--- src/rtl/bp_table_ctrl.sv ---
// Branch-predictor pattern-history-table controller: init sweep, prediction reads,
// and a small FIFO of counter updates arbitrated onto a single-port table.
module bp_table_ctrl #(
    parameter int XLEN        = 32,
    parameter int PHT_ENTRIES = 64,
    parameter int QDEPTH      = 4,
    parameter int STARVE_MAX  = 4
) (
    input  logic                           clk,
    input  logic                           reset,
    input  logic                           tbl_clear,
    input  logic                           pred_req,
    input  logic [XLEN-1:0]                pred_pc,
    output logic                           pred_grant,
    output logic                           pred_valid,
    output logic [1:0]                     pred_ctr,
    output logic                           pred_taken,
    input  logic                           upd_valid,
    input  logic [XLEN-1:0]                upd_pc,
    input  logic                           upd_taken,
    input  logic [1:0]                     upd_ctr_old,
    output logic                           upd_ready,
    output logic                           tbl_en,
    output logic                           tbl_we,
    output logic [$clog2(PHT_ENTRIES)-1:0] tbl_addr,
    output logic [1:0]                     tbl_wdata,
    input  logic [1:0]                     tbl_rdata,
    output logic                           init_done,
    output logic                           dbg_state
);

    localparam int IDX_W  = $clog2(PHT_ENTRIES);
    localparam int QPTR_W = $clog2(QDEPTH);
    localparam int QCNT_W = QPTR_W + 1;
    localparam int SC_W   = $clog2(STARVE_MAX + 1);
    localparam logic [IDX_W-1:0]  IDX_LAST = IDX_W'(PHT_ENTRIES - 1);
    localparam logic [QCNT_W-1:0] Q_FULL   = QCNT_W'(QDEPTH);
    localparam logic [SC_W-1:0]   SC_MAX   = SC_W'(STARVE_MAX);

    typedef enum logic {ST_INIT = 1'b0, ST_RUN = 1'b1} state_t;

    state_t                  state, next_state;
    logic [IDX_W-1:0]        sweep_idx;
    logic [IDX_W+1:0]        q_mem [QDEPTH];
    logic [QPTR_W-1:0]       wr_ptr, rd_ptr;
    logic [QCNT_W-1:0]       q_count;
    logic [SC_W-1:0]         starve_cnt;
    logic                    do_enq, do_deq;
    logic [1:0]              new_ctr;
    logic [IDX_W-1:0]        pred_idx, upd_idx, head_idx;
    logic [1:0]              head_ctr;
    logic                    q_empty;
    logic                    unused_pc_bits;

    assign pred_idx = pred_pc[IDX_W+1:2];
    assign upd_idx  = upd_pc[IDX_W+1:2];
    assign unused_pc_bits = ^{pred_pc[XLEN-1:IDX_W+2], pred_pc[1:0],
                              upd_pc[XLEN-1:IDX_W+2], upd_pc[1:0]};

    assign {head_idx, head_ctr} = q_mem[rd_ptr];
    assign q_empty = (q_count == '0);

    // Update channel: an update transfers on a rising edge where upd_valid && upd_ready
    // are both high; upd_ready never depends on upd_valid.
    assign upd_ready = (state == ST_RUN) && (q_count != Q_FULL);
    assign do_enq    = upd_valid && upd_ready;

    always_comb begin
        new_ctr = upd_ctr_old;
        if (upd_taken) begin
            if (upd_ctr_old != 2'b11) new_ctr = upd_ctr_old + 2'b01;
        end else begin
            if (upd_ctr_old != 2'b00) new_ctr = upd_ctr_old - 2'b01;
        end
    end

    // Table port arbitration; everything is held at zero while reset is asserted.
    always_comb begin
        next_state = state;
        tbl_en     = 1'b0;
        tbl_we     = 1'b0;
        tbl_addr   = '0;
        tbl_wdata  = 2'b00;
        pred_grant = 1'b0;
        do_deq     = 1'b0;
        if (reset) begin
            case (state)
                ST_INIT: begin
                    if (!tbl_clear) begin
                        tbl_en    = 1'b1;
                        tbl_we    = 1'b1;
                        tbl_addr  = sweep_idx;
                        tbl_wdata = 2'b01;
                        if (sweep_idx == IDX_LAST) next_state = ST_RUN;
                    end
                end
                ST_RUN: begin
                    if (tbl_clear) begin
                        next_state = ST_INIT;
                    end else if (!q_empty && (!pred_req || starve_cnt == SC_MAX)) begin
                        tbl_en    = 1'b1;
                        tbl_we    = 1'b1;
                        tbl_addr  = head_idx;
                        tbl_wdata = head_ctr;
                        do_deq    = 1'b1;
                    end else if (pred_req) begin
                        tbl_en     = 1'b1;
                        tbl_addr   = pred_idx;
                        pred_grant = 1'b1;
                    end
                end
                default: next_state = ST_INIT;
            endcase
        end
    end

    always_ff @(posedge clk or negedge reset) begin
        if (!reset) begin
            state      <= ST_INIT;
            sweep_idx  <= '0;
            wr_ptr     <= '0;
            rd_ptr     <= '0;
            q_count    <= '0;
            starve_cnt <= '0;
            pred_valid <= 1'b0;
        end else begin
            state      <= next_state;
            pred_valid <= pred_grant;
            if (tbl_clear) begin
                sweep_idx  <= '0;
                wr_ptr     <= '0;
                rd_ptr     <= '0;
                q_count    <= '0;
                starve_cnt <= '0;
            end else begin
                // Wraps back to zero on the last entry, ready for the next sweep.
                if (state == ST_INIT) sweep_idx <= sweep_idx + 1'b1;
                if (do_enq) wr_ptr <= wr_ptr + 1'b1;
                if (do_deq) rd_ptr <= rd_ptr + 1'b1;
                case ({do_enq, do_deq})
                    2'b10:   q_count <= q_count + 1'b1;
                    2'b01:   q_count <= q_count - 1'b1;
                    default: q_count <= q_count;
                endcase
                if (do_deq || q_empty) starve_cnt <= '0;
                else if (pred_grant && starve_cnt != SC_MAX) starve_cnt <= starve_cnt + 1'b1;
            end
        end
    end

    always_ff @(posedge clk) begin
        if (do_enq) q_mem[wr_ptr] <= {upd_idx, new_ctr};
    end

    assign pred_ctr   = pred_valid ? tbl_rdata : 2'b00;
    assign pred_taken = pred_ctr[1];
    assign init_done  = (state == ST_RUN);
    assign dbg_state  = (state == ST_RUN);

endmodule

--- config.mk ---
export PLATFORM = sky130hd
export DESIGN_NAME = bp_table_ctrl
export DESIGN_NICKNAME = d
export VERILOG_FILES = /design/src/rtl/bp_table_ctrl.sv
export SDC_FILE = /design/constraint.sdc
export NUM_CORES = 1
export LEC_CHECK = 0
export BUFFER_PORTS_ARGS = -buffer_cell sky130_fd_sc_hd__buf_2
export CAP_MARGIN = 15
export CORE_MARGIN = 2
export CORE_UTILIZATION = 40
export CTS_CLUSTER_SIZE = 28
export DETAILED_ROUTE_END_ITERATION = 10
export MAX_ROUTING_LAYER = met4
export PLACE_DENSITY_LB_ADDON = 0.2
export SYNTH_ARGS = -nofsm -noshare
export SYNTH_HDL_FRONTEND = slang
export SYNTH_SLANG_ARGS = --single-unit
export TNS_END_PERCENT = 5
--- constraint.sdc ---
create_clock -name clk -period 2.3 [get_ports clk]
set_input_delay 0.46 -clock clk [delete_from_list [all_inputs] [get_ports clk]]
set_output_delay 0.46 -clock clk [all_outputs]
set_load 0.02 [all_outputs]
==> results of run 1 <==
layer usage:
metal | up-vias | share of wire | GRT usage
met1 | 791 | 0.48 | 0.202
li1 | 805 | - | -
met2 | 39 | 0.46 | 0.232
met3 | 6 | 0.048 | 0.0368
met4 | 0 | 0.016 | 0.0581
met5 | - | 0 | -
synthesized netlist by cell type (all sizes together), types with 5 or more instances:
cell,count
edfxtp,32
dfrtp,18
nor2,13
nand2,10
nand3,9
o21ai,9
a31oi,8
and2,8
buf,8
mux4,8
ha,7
inv,7
xnor2,6
nor3,5
registers in the layout, summed over array words and instances, names as in the netlist:
signal	flops
starve_cnt	3
rd_ptr	2
q_count	3
pred_valid	1
dbg_state	1
sweep_idx	6
q_mem	32
wr_ptr	2
timing repair:
| action | CTS | global route |
|---|---|---|
| endpoints found under the hold margin | 4 | 0 |
| hold buffers | 1 | 0 |
| setup buffers | 2 | 2 |
| endpoints found under the setup margin | 9 | 9 |
| gates resized for setup | 6 | 15 |
| pin swaps | 2 | 6 |
power by group through the flow:
stage               clock, W  combinational [W]  sequential (W)
detailed placement         0          0.0000867        0.000986
global route        0.000598           0.000103        0.000968
floorplan                  0          0.0000406        0.000985
CTS                 0.000553          0.0000893        0.000967
finish              0.000536          0.0000913        0.000967
global placement           0          0.0000857        0.000986
cell families (layout without fill, tap and decap cells):
| group | Yosys count | in the layout | share of synthesized area |
|---|---|---|---|
| multiplexers | 13 | 13 | 0.0918 |
| XOR/XNOR | 11 | 11 | 0.0437 |
| AO/OA/AOI/OAI | 24 | 24 | 0.0625 |
| adder cells (fa/ha/maj) | 10 | 10 | 0.0506 |
| buffers and inverters | 19 | 74 | 0.0407 |
| AND/OR/NAND/NOR | 64 | 64 | 0.151 |
| flip-flops | 50 | 50 | 0.560 |
per-stage QoR:
| stage | util | TNS [ps] | instances | total power [W] |
|---|---|---|---|---|
| CTS | 0.500 | 0 | 319 | 0.00161 |
| floorplan | - | 0 | 191 | 0.00103 |
| global route | 0.511 | -225 | 321 | 0.00167 |
| global placement | 0.476 | 0 | 308 | 0.00107 |
| detailed placement | 0.476 | 0 | 308 | 0.00107 |
| finish | 0.511 | 0 | 321 | 0.00159 |
area by class of cell:
class | instances | area, µm²
Multi-Input combinational cell | 122 | 1040
Inverter | 7 | 26.3
Timing Repair Buffer | 59 | 389
Fill cell | 525 | 2930
Tap cell | 75 | 93.8
Clock buffer | 5 | 68.8
Sequential cell | 50 | 1410
Clock inverter | 3 | 26.3
final timing paths:
check | slack [ps] | end
min in group clk | 360 | q_mem[3][7]$_DFFE_PP_
hold reg to reg | 580 | sweep_idx[2]$_DFFE_PN0P_
setup / recovery | 50 | tbl_addr[4]
setup reg to reg | 90 | q_count[2]$_DFFE_PN0P_
max in group asynchronous | 1510 | sweep_idx[3]$_DFFE_PN0P_
hold / removal | 190 | sweep_idx[0]$_DFFE_PN0P_
worst reg2reg max path, delay by kind of cell, from the launching register on:
| kind | cells | cell delay (ps) |
|---|---|---|
| and+or+nand+nor | 3 | 660 |
| buffers and inverters | 2 | 220 |
| muxes | 2 | 380 |
| DFF | 1 | 410 |
| AOI/OAI and AO/OA | 1 | 50 |
| adders and majority gates | 2 | 390 |
==> run_results.csv, run 1 <==
group,metric,value,unit
status,status,"finished clean",
drt,avgViaCountPerCell,5.11,
floorplan,num_rows,28,
grt,grt_pass1_wl,8.22,mm
hold_path,hp-class,"in2async",
floorplan,die_w,83.4,µm
drt,drt_iter0_drc,71,
setup_path,crit_buf_inv,3,
sta,fin_hold_ws,190,ps
grt,antenna_found_initial,0,
power_and_ir_drop,internal_power,0.00123,W
power_and_ir_drop,switching_share,0.231,
cells_and_area,final_nets,327,
cells_and_area,mostFrequentLayoutCells,"33 x buf_2, 32 x edfxtp_1, 19 x buf_4, 18 x dfrtp_1, 12 x nor2_1",
cts,cts_buffers,5,
setup_path,required,1840,ps
placement,preCtsSetupSlack,125,ps
power_and_ir_drop,seqPwrFrac,0.607,
logic_synthesis,ys_seq_area_frac,0.560,
floorplan,initial_core_util,0.421,
cts,cts.clk_slew.worst_paths,100,ps
power_and_ir_drop,p_per_area,521,nW/µm²
cts,worstSkewPairLatency,310,ps
floorplan,pin_count,92,
cts,htreeDepth,2,
logic_synthesis,postSynthCellCount,191,
logic_synthesis,yosys-top-cells-area,"edfxtp_1 38%, dfrtp_1 18%, mux4_2 7.1%, ha_1 3.5%, xnor2_1 2.1%",
logic_synthesis,synthFlopType,"edfxtp_1",
setup_path,crit_slowest_cell,"dfrtp_1",
cells_and_area,synthToLayoutAreaGrowth,21.3,%
logic_synthesis,synth-async-reset-ratio,0.360,
setup_path,cp_max_fo,7,
logic_synthesis,synth_top_area_frac,0.381,
sta,setup_viol,0,
sta,rsz0062_at_grt,"yes",
power_and_ir_drop,clkPwrFrac,0.336,
setup_path,start_kind,"flop",
logic_synthesis,synth_seq_cells,50,
drt,wl_per_cell,14.8,µm
grt,grt.overflow.total,0,
drt,drc,0,
sta,clock-skew-final,8.95,ps
logic_synthesis,synth_fp_nets,273,
floorplan,die_h,83.4,µm
cts,cts_sinks,50,
setup_path,cp_common_cell,"buf_6",
power_and_ir_drop,peakVddDrop,0.000399,V
cells_and_area,layout-drive-gt1-share,0.362,
sta,slew_viol_final,0,
setup_path,arrival,1790,ps
logic_synthesis,yosys_warnings,0,
cells_and_area,final_cell_area,3060,µm²
power_and_ir_drop,p_sw,0.000368,W
sta,hold_violations,0,
logic_synthesis,syn_area,2520,µm²
setup_path,endpoint_kind,"output port",
run,cap_violations,0,
sta,fmax,445,MHz
setup_path,max_stage_delay,410,ps
grt,grt.total_usage,0.154,
power_and_ir_drop,p_comb_frac,0.057,
placement,port_buffers,39,
logic_synthesis,synth_area_leader_cell,"edfxtp_1",
cells_and_area,layout_commonest_cell,"buf_2",
drt,ant_nets,0,
setup_path,critPathLaunch,"q_count[2]$_DFFE_PN0P_",
setup_path,cp_top_family,"buffers and inverters",
setup_path,cp.depth,7,
logic_synthesis,synthDistinctLibCells,46,
cells_and_area,antenna_cells,0,
drt,routed_wl,4.74,mm
floorplan,core_area,5990,µm²
placement,dpl-instance-area,2850,µm²
setup_path,ff2ff_path_depth,10,
setup_path,reg2reg_from,"starve_cnt[0]$_DFFE_PN0P_",
floorplan,dieArea,6950,µm²
setup_path,worstPathCellList,"buf_6 -> nor3_4 -> or2_1 -> buf_6 -> nand3_1 -> a31oi_1 -> buf_2",
cts,cts_tree,"done",
sta,layout_min_cycle_time,2250,ps
cts,cts-root-buf,"clkbuf_8",
setup_path,path_class,"reg2out",
grt,grt_max_degree,28,
cts,clock_path_buffers,2,
power_and_ir_drop,p_leak,1.24,nW
sta,fin_crit_sh,0.977,
logic_synthesis,synth.avg_cell_area,13.2,µm²
drt,vias,1641,
grt,grt_pass1_vias,1671,
sta,timing.final.ws_setup,53.3,ps
sta,worst_pin_slew,452,ps
placement,hpwl,3.40,mm
logic_synthesis,synth_edf_count,32,
placement,routabilityCongestion,0.761,
drt,drtPass1Iterations,4,
sta,relSlewSlack,0.699,
No activity file was read; power rests on OpenSTA's default activity.
==> inputs of run 2 (changes only) <==
==> constraint.sdc (replaced) <==
create_clock -name clk -period 2 [get_ports clk]
set_input_delay 0.4 -clock clk [delete_from_list [all_inputs] [get_ports clk]]
set_output_delay 0.4 -clock clk [all_outputs]
set_load 0.02 [all_outputs]
==> run 2 against run 1 <==
The flow now finishes with violations (setup timing). First-iteration DRC count is 13% lower. Wire length grew 4.7%. Worst hold slack worse by 120 ps. Clock power rose by 19%. Total power is 17% higher. Critical path depth increased by 1. Final cell count rose by 3.4%. Critical endpoint is now tbl_addr[1]. Largest cell class unchanged. Highest routed layer unchanged.
==> run_results.csv, run 2 (same netlist as run 1, synthesis figures left out) <==
group,metric,value,unit
sta,relSlewSlack,0.694,
grt,grt_max_degree,25,
sta,slew_viol_final,0,
setup_path,worstPathCellList,"inv_2 -> ha_4 -> a21boi_4 -> or2_4 -> buf_6 -> nand3_2 -> a31oi_1 -> buf_2",
sta,fin_tns_setup,-1510,ps
status,status,"finished, violations left",
cts,cts-root-buf,"clkbuf_8",
cts,htreeDepth,2,
placement,port_buffers,39,
sta,fmax,458,MHz
cts,holdBufCountCts,0,
power_and_ir_drop,p_leak,1.30,nW
cts,cts_sinks,50,
drt,wl_per_cell,15.0,µm
setup_path,start_kind,"flop",
setup_path,path_class,"reg2out",
power_and_ir_drop,peakVddDrop,0.000473,V
setup_path,max_stage_delay,390,ps
grt,grt.overflow.total,0,
sta,fin_crit_sh,1.09,
cts,cts_tree,"done",
cells_and_area,multi_input_area,1080,µm²
drt,drtPass1Iterations,4,
cells_and_area,synthToLayoutAreaGrowth,26.3,%
sta,layout_min_cycle_time,2190,ps
placement,dpl-instance-area,2990,µm²
grt,grt_pass1_vias,1627,
cells_and_area,final_cell_area,3180,µm²
setup_path,reg2reg_from,"starve_cnt[1]$_DFFE_PN0P_",
drt,routed_wl,4.97,mm
cells_and_area,top_register,"q_mem",
drt,drc,0,
sta,timing.final.ws_setup,-185,ps
cells_and_area,layout-drive-gt1-share,0.424,
cells_and_area,regArea,1410,µm²
setup_path,ff2ff_path_depth,10,
cells_and_area,largest_register_ff_count,32,
sta,rsz0062_at_grt,"yes",
sta,fin_hold_ws,74.7,ps
grt,grt_pass1_wl,8.26,mm
cells_and_area,reg_top3,"q_mem (32), sweep_idx (6)",
cts,worstSkewPairLatency,310,ps
grt,grt.total_usage,0.157,
setup_path,r2r_slack,-150,ps
placement,hpwl,3.60,mm
drt,drt_iter0_drc,62,
power_and_ir_drop,p_per_area,585,nW/µm²
placement,routabilityCongestion,0.774,
setup_path,cp_max_fo,7,
cells_and_area,mostFrequentLayoutCells,"34 x buf_4, 32 x buf_2, 32 x edfxtp_1, 16 x dfrtp_1, 13 x nor2_1",
floorplan,pin_count,92,
setup_path,arrival,1790,ps
cts,clock_path_buffers,2,
setup_path,required,1600,ps
sta,clock-skew-final,7.64,ps
setup_path,crit_slowest_cell,"dfrtp_1",
cells_and_area,antenna_cells,0,
cts,cts.clk_slew.worst_paths,100,ps
setup_path,endpoint_kind,"output port",
drt,avgViaCountPerCell,5.06,
status,violations,"setup timing",
sta,setup_viol,12,
floorplan,die_w,83.4,µm
cts,cts_buffers,5,
power_and_ir_drop,p_total,0.00186,W
drt,vias,1680,
run,cap_violations,0,
floorplan,num_rows,28,
floorplan,core_area,5990,µm²
hold_path,hp-class,"in2async",
floorplan,initial_core_util,0.421,
drt,ant_nets,0,
cells_and_area,n_fill_cell,525,
sta,worst_pin_slew,460,ps
grt,antenna_found_initial,0,
setup_path,reg2reg_to,"q_count[2]$_DFFE_PN0P_",
floorplan,die_h,83.4,µm
cells_and_area,layout_commonest_cell,"buf_4",
sta,hold_violations,0,
cells_and_area,final_nets,338,
floorplan,dieArea,6950,µm²
-- run 2: critical path, delay by kind of cell (launching register included) --
kind	cells	cell delay, ps
compound gates	2	340
flops	1	390
buf+inv	3	370
simple gates	2	220
fa+ha+maj	1	160
-- run 2: worst max-delay path by stage --
stage                                   start                      to  slack (ps)
global route        starve_cnt[1]$_DFFE_PN0P_             tbl_addr[3]        -320
finish              starve_cnt[1]$_DFFE_PN0P_             tbl_addr[1]        -190
CTS                 starve_cnt[1]$_DFFE_PN0P_             tbl_addr[1]        -210
detailed placement  starve_cnt[0]$_DFFE_PN0P_  q_count[2]$_DFFE_PN0P_        -140
global placement    starve_cnt[0]$_DFFE_PN0P_  q_count[2]$_DFFE_PN0P_        -120
floorplan              q_count[0]$_DFFE_PN0P_  q_count[2]$_DFFE_PN0P_        -160
-- run 2: final cells by class --
cell class / instances / area share
Clock buffer: 5 / 0.0216
Clock inverter: 3 / 0.00904
Inverter: 7 / 0.00825
Multi-Input combinational cell: 122 / 0.340
Sequential cell: 50 / 0.444
Tap cell: 75 / 0.0295
Timing Repair Buffer: 70 / 0.147
-- run 2: power by group --
group / internal [W] / switching (W)
logic: 0.0000497 / 0.0000619
registers: 0.00111 / 0.00000587
clock network: 0.000262 / 0.000377
-- run 2: metal layers --
| layer | vias up | wire [µm] | track usage |
|---|---|---|---|
| met5 | - | 0 | - |
| met4 | 0 | 57 | 0.0462 |
| met3 | 6 | 177 | 0.0408 |
| met2 | 35 | 2370 | 0.234 |
| met1 | 815 | 2360 | 0.214 |
| li1 | 824 | - | - |
-- run 2: stage by stage --
stage,worst slack (ps),utilization,cells
final,-185,0.532,332
after CTS,-211,0.530,332
after global routing,-320,0.532,332
after detailed placement,-141,0.499,322
after floorplan,-156,-,191
after global placement,-123,0.499,322
-- run 2: timing repair --
action | CTS | global route
setup buffers | 2 | 0
endpoints found under the setup margin | 12 | 13
pin swaps | 14 | 4
gates resized for setup | 19 | 3
endpoints found under the hold margin | 0 | 0
==> inputs of run 3 (changes only) <==
--- a/config.mk
+++ b/config.mk
@@ -8,11 +8,12 @@
 export BUFFER_PORTS_ARGS = -buffer_cell sky130_fd_sc_hd__buf_2
 export CAP_MARGIN = 15
 export CORE_MARGIN = 2
-export CORE_UTILIZATION = 40
+export CORE_UTILIZATION = 45
 export CTS_CLUSTER_SIZE = 28
 export DETAILED_ROUTE_END_ITERATION = 10
 export MAX_ROUTING_LAYER = met4
 export PLACE_DENSITY_LB_ADDON = 0.2
+export REMOVE_ABC_BUFFERS = 1
 export SYNTH_ARGS = -nofsm -noshare
 export SYNTH_HDL_FRONTEND = slang
 export SYNTH_SLANG_ARGS = --single-unit
==> run 3 against run 2 <==
The flow still finishes with violations (setup timing). Final cell count shrank 1.8%. Count of clock-buffer cells in the layout increased by 1. Clock power down 11%. Clock skew rose by 1.5 ps. Via count rose by 1.0%. Critical endpoint unchanged. Largest power group unchanged. Highest routed layer unchanged.
==> run_results.csv, run 3 (same netlist as run 1, synthesis figures left out) <==
group,metric,value,unit
status,status,"finished, violations left",
status,violations,"setup timing",
drt,highest_layer,"met4",
cells_and_area,largest_register_ff_count,32,
placement,port_buffers,39,
drt,wl_met3,225,µm
drt,wl_per_cell,14.6,µm
cts,worstSkewPairLatency,300,ps
cells_and_area,regArea,1410,µm²
grt,grt_max_degree,23,
drt,vias,1697,
cells_and_area,top_register,"q_mem",
placement,routabilityCongestion,0.818,
sta,slew_viol_final,0,
setup_path,reg2reg_to,"q_count[2]$_DFFE_PN0P_",
setup_path,path_class,"reg2out",
grt,grt_pass1_vias,1587,
sta,layout_min_cycle_time,2150,ps
drt,dr_wl_met2,2.41,mm
drt,drc,0,
setup_path,reg2reg_from,"q_count[1]$_DFFE_PN0P_",
floorplan,die_h,78.9,µm
power_and_ir_drop,p_total,0.00179,W
setup_path,critPathLaunch,"starve_cnt[0]$_DFFE_PN0P_",
sta,relSlewSlack,0.715,
drt,routed_wl,4.77,mm
sta,fmax,464,MHz
sta,fin_tns_setup,-1190,ps
floorplan,num_rows,27,
cells_and_area,layout-drive-gt1-share,0.417,
drt,ant_nets,0,
cts,clock_path_buffers,2,
cts,cts_tree,"done",
setup_path,r2r_slack,-80,ps
sta,setup_viol,11,
cells_and_area,antenna_cells,0,
cts,cts_sinks,50,
grt,grt.total_usage,0.169,
sta,hold_violations,0,
power_and_ir_drop,peakVddDrop,0.000563,V
floorplan,die_w,78.9,µm
cells_and_area,synthToLayoutAreaGrowth,25.6,%
cells_and_area,final_nets,335,
sta,fin_crit_sh,1.08,
grt,grt.overflow.total,0,
sta,clock-skew-final,9.14,ps
cts,cts_buffers,5,
cells_and_area,multi_input_area,1080,µm²
placement,hpwl,3.38,mm
floorplan,dieArea,6220,µm²
cells_and_area,fin_cells,326,
hold_path,hp-class,"in2async",
cells_and_area,reg_top3,"q_mem (32), sweep_idx (6)",
cells_and_area,final_cell_area,3170,µm²
drt,drt_iter0_drc,84,
sta,timing.final.ws_setup,-155,ps
cells_and_area,layout_commonest_cell,"edfxtp_1",
floorplan,pin_count,92,
floorplan,initial_core_util,0.461,
placement,dp.cells,314,
drt,drtPass1Iterations,4,
cts,cts.clk_slew.worst_paths,90,ps
sta,rsz0062_at_grt,"yes",
sta,worst_pin_slew,427,ps
power_and_ir_drop,p_leak,1.28,nW
setup_path,required,1600,ps
setup_path,start_kind,"flop",
cts,htreeDepth,2,
cts,cts-root-buf,"clkbuf_8",
placement,dpl-instance-area,2920,µm²
setup_path,ff2ff_path_depth,7,
setup_path,endpoint_kind,"output port",
drt,avgViaCountPerCell,5.21,
cells_and_area,mostFrequentLayoutCells,"32 x edfxtp_1, 31 x buf_2, 26 x buf_4, 18 x dfrtp_1, 12 x nor2_1",
sta,fin_hold_ws,62.0,ps
cells_and_area,n_fill_cell,462,
setup_path,arrival,1750,ps
power_and_ir_drop,p_per_area,567,nW/µm²
floorplan,core_area,5470,µm²
run,cap_violations,0,
drt,wl_met1,2.07,mm
grt,antenna_found_initial,0,
setup_path,cp_max_fo,7,
grt,grt_pass1_wl,7.71,mm
## run 3: routing by layer
layer  GRT usage  up-vias
li1            -      823
met1       0.213      829
met2       0.278       40
met3      0.0375        5
met4      0.0517        0
met5           -        -
## run 3: final cells by class
| class | count | area share |
|---|---|---|
| Tap cell | 72 | 0.0284 |
| Sequential cell | 50 | 0.446 |
| Timing Repair Buffer | 67 | 0.149 |
| Inverter | 7 | 0.00830 |
| Multi-Input combinational cell | 122 | 0.341 |
| Clock inverter | 2 | 0.00474 |
| Clock buffer | 6 | 0.0229 |
## run 3: repair_timing
item | in CTS | in global routing
buffers inserted | 0 | 4
gates cloned | 0 | 0
pin swaps | 13 | 9
hold buffers | 0 | 0
gates resized for setup | 28 | 8
setup endpoints to repair | 11 | 12
## run 3: worst max-delay path, cell delays in order, from the launching register on
cell	delay [ps]
dfrtp_1	390
inv_2	80
ha_4	150
a21boi_4	60
buf_6	130
nor2_4	110
buf_6	130
nand2_1	60
a31oi_1	170
buf_2	190
## run 3: stage by stage
| stage | worst slack, ps | util |
|---|---|---|
| 5_1_grt | -267 | 0.579 |
| 6_report | -155 | 0.579 |
| 4_1_cts | -166 | 0.569 |
| 3_3_place_gp | -156 | 0.534 |
| 2_1_floorplan | -555 | - |
| 3_5_place_dp | -158 | 0.534 |
## run 3: how the worst max path moves through the flow
| stage | slack, ps | to | cells past startpoint |
|---|---|---|---|
| after floorplan | -550 | q_count[2]$_DFFE_PN0P_ | 6 |
| after global placement | -160 | q_count[2]$_DFFE_PN0P_ | 9 |
| after detailed placement | -160 | q_count[2]$_DFFE_PN0P_ | 9 |
| after global routing | -270 | tbl_addr[1] | 9 |
| after CTS | -170 | tbl_addr[5] | 8 |
| final | -150 | tbl_addr[1] | 9 |
## run 3: report_power, final
part / internal [W] / switching [W]
Sequential: 0.00111 / 0.00000526
Combinational: 0.0000526 / 0.0000621
Clock: 0.000247 / 0.000322
Total: 0.00141 / 0.000389
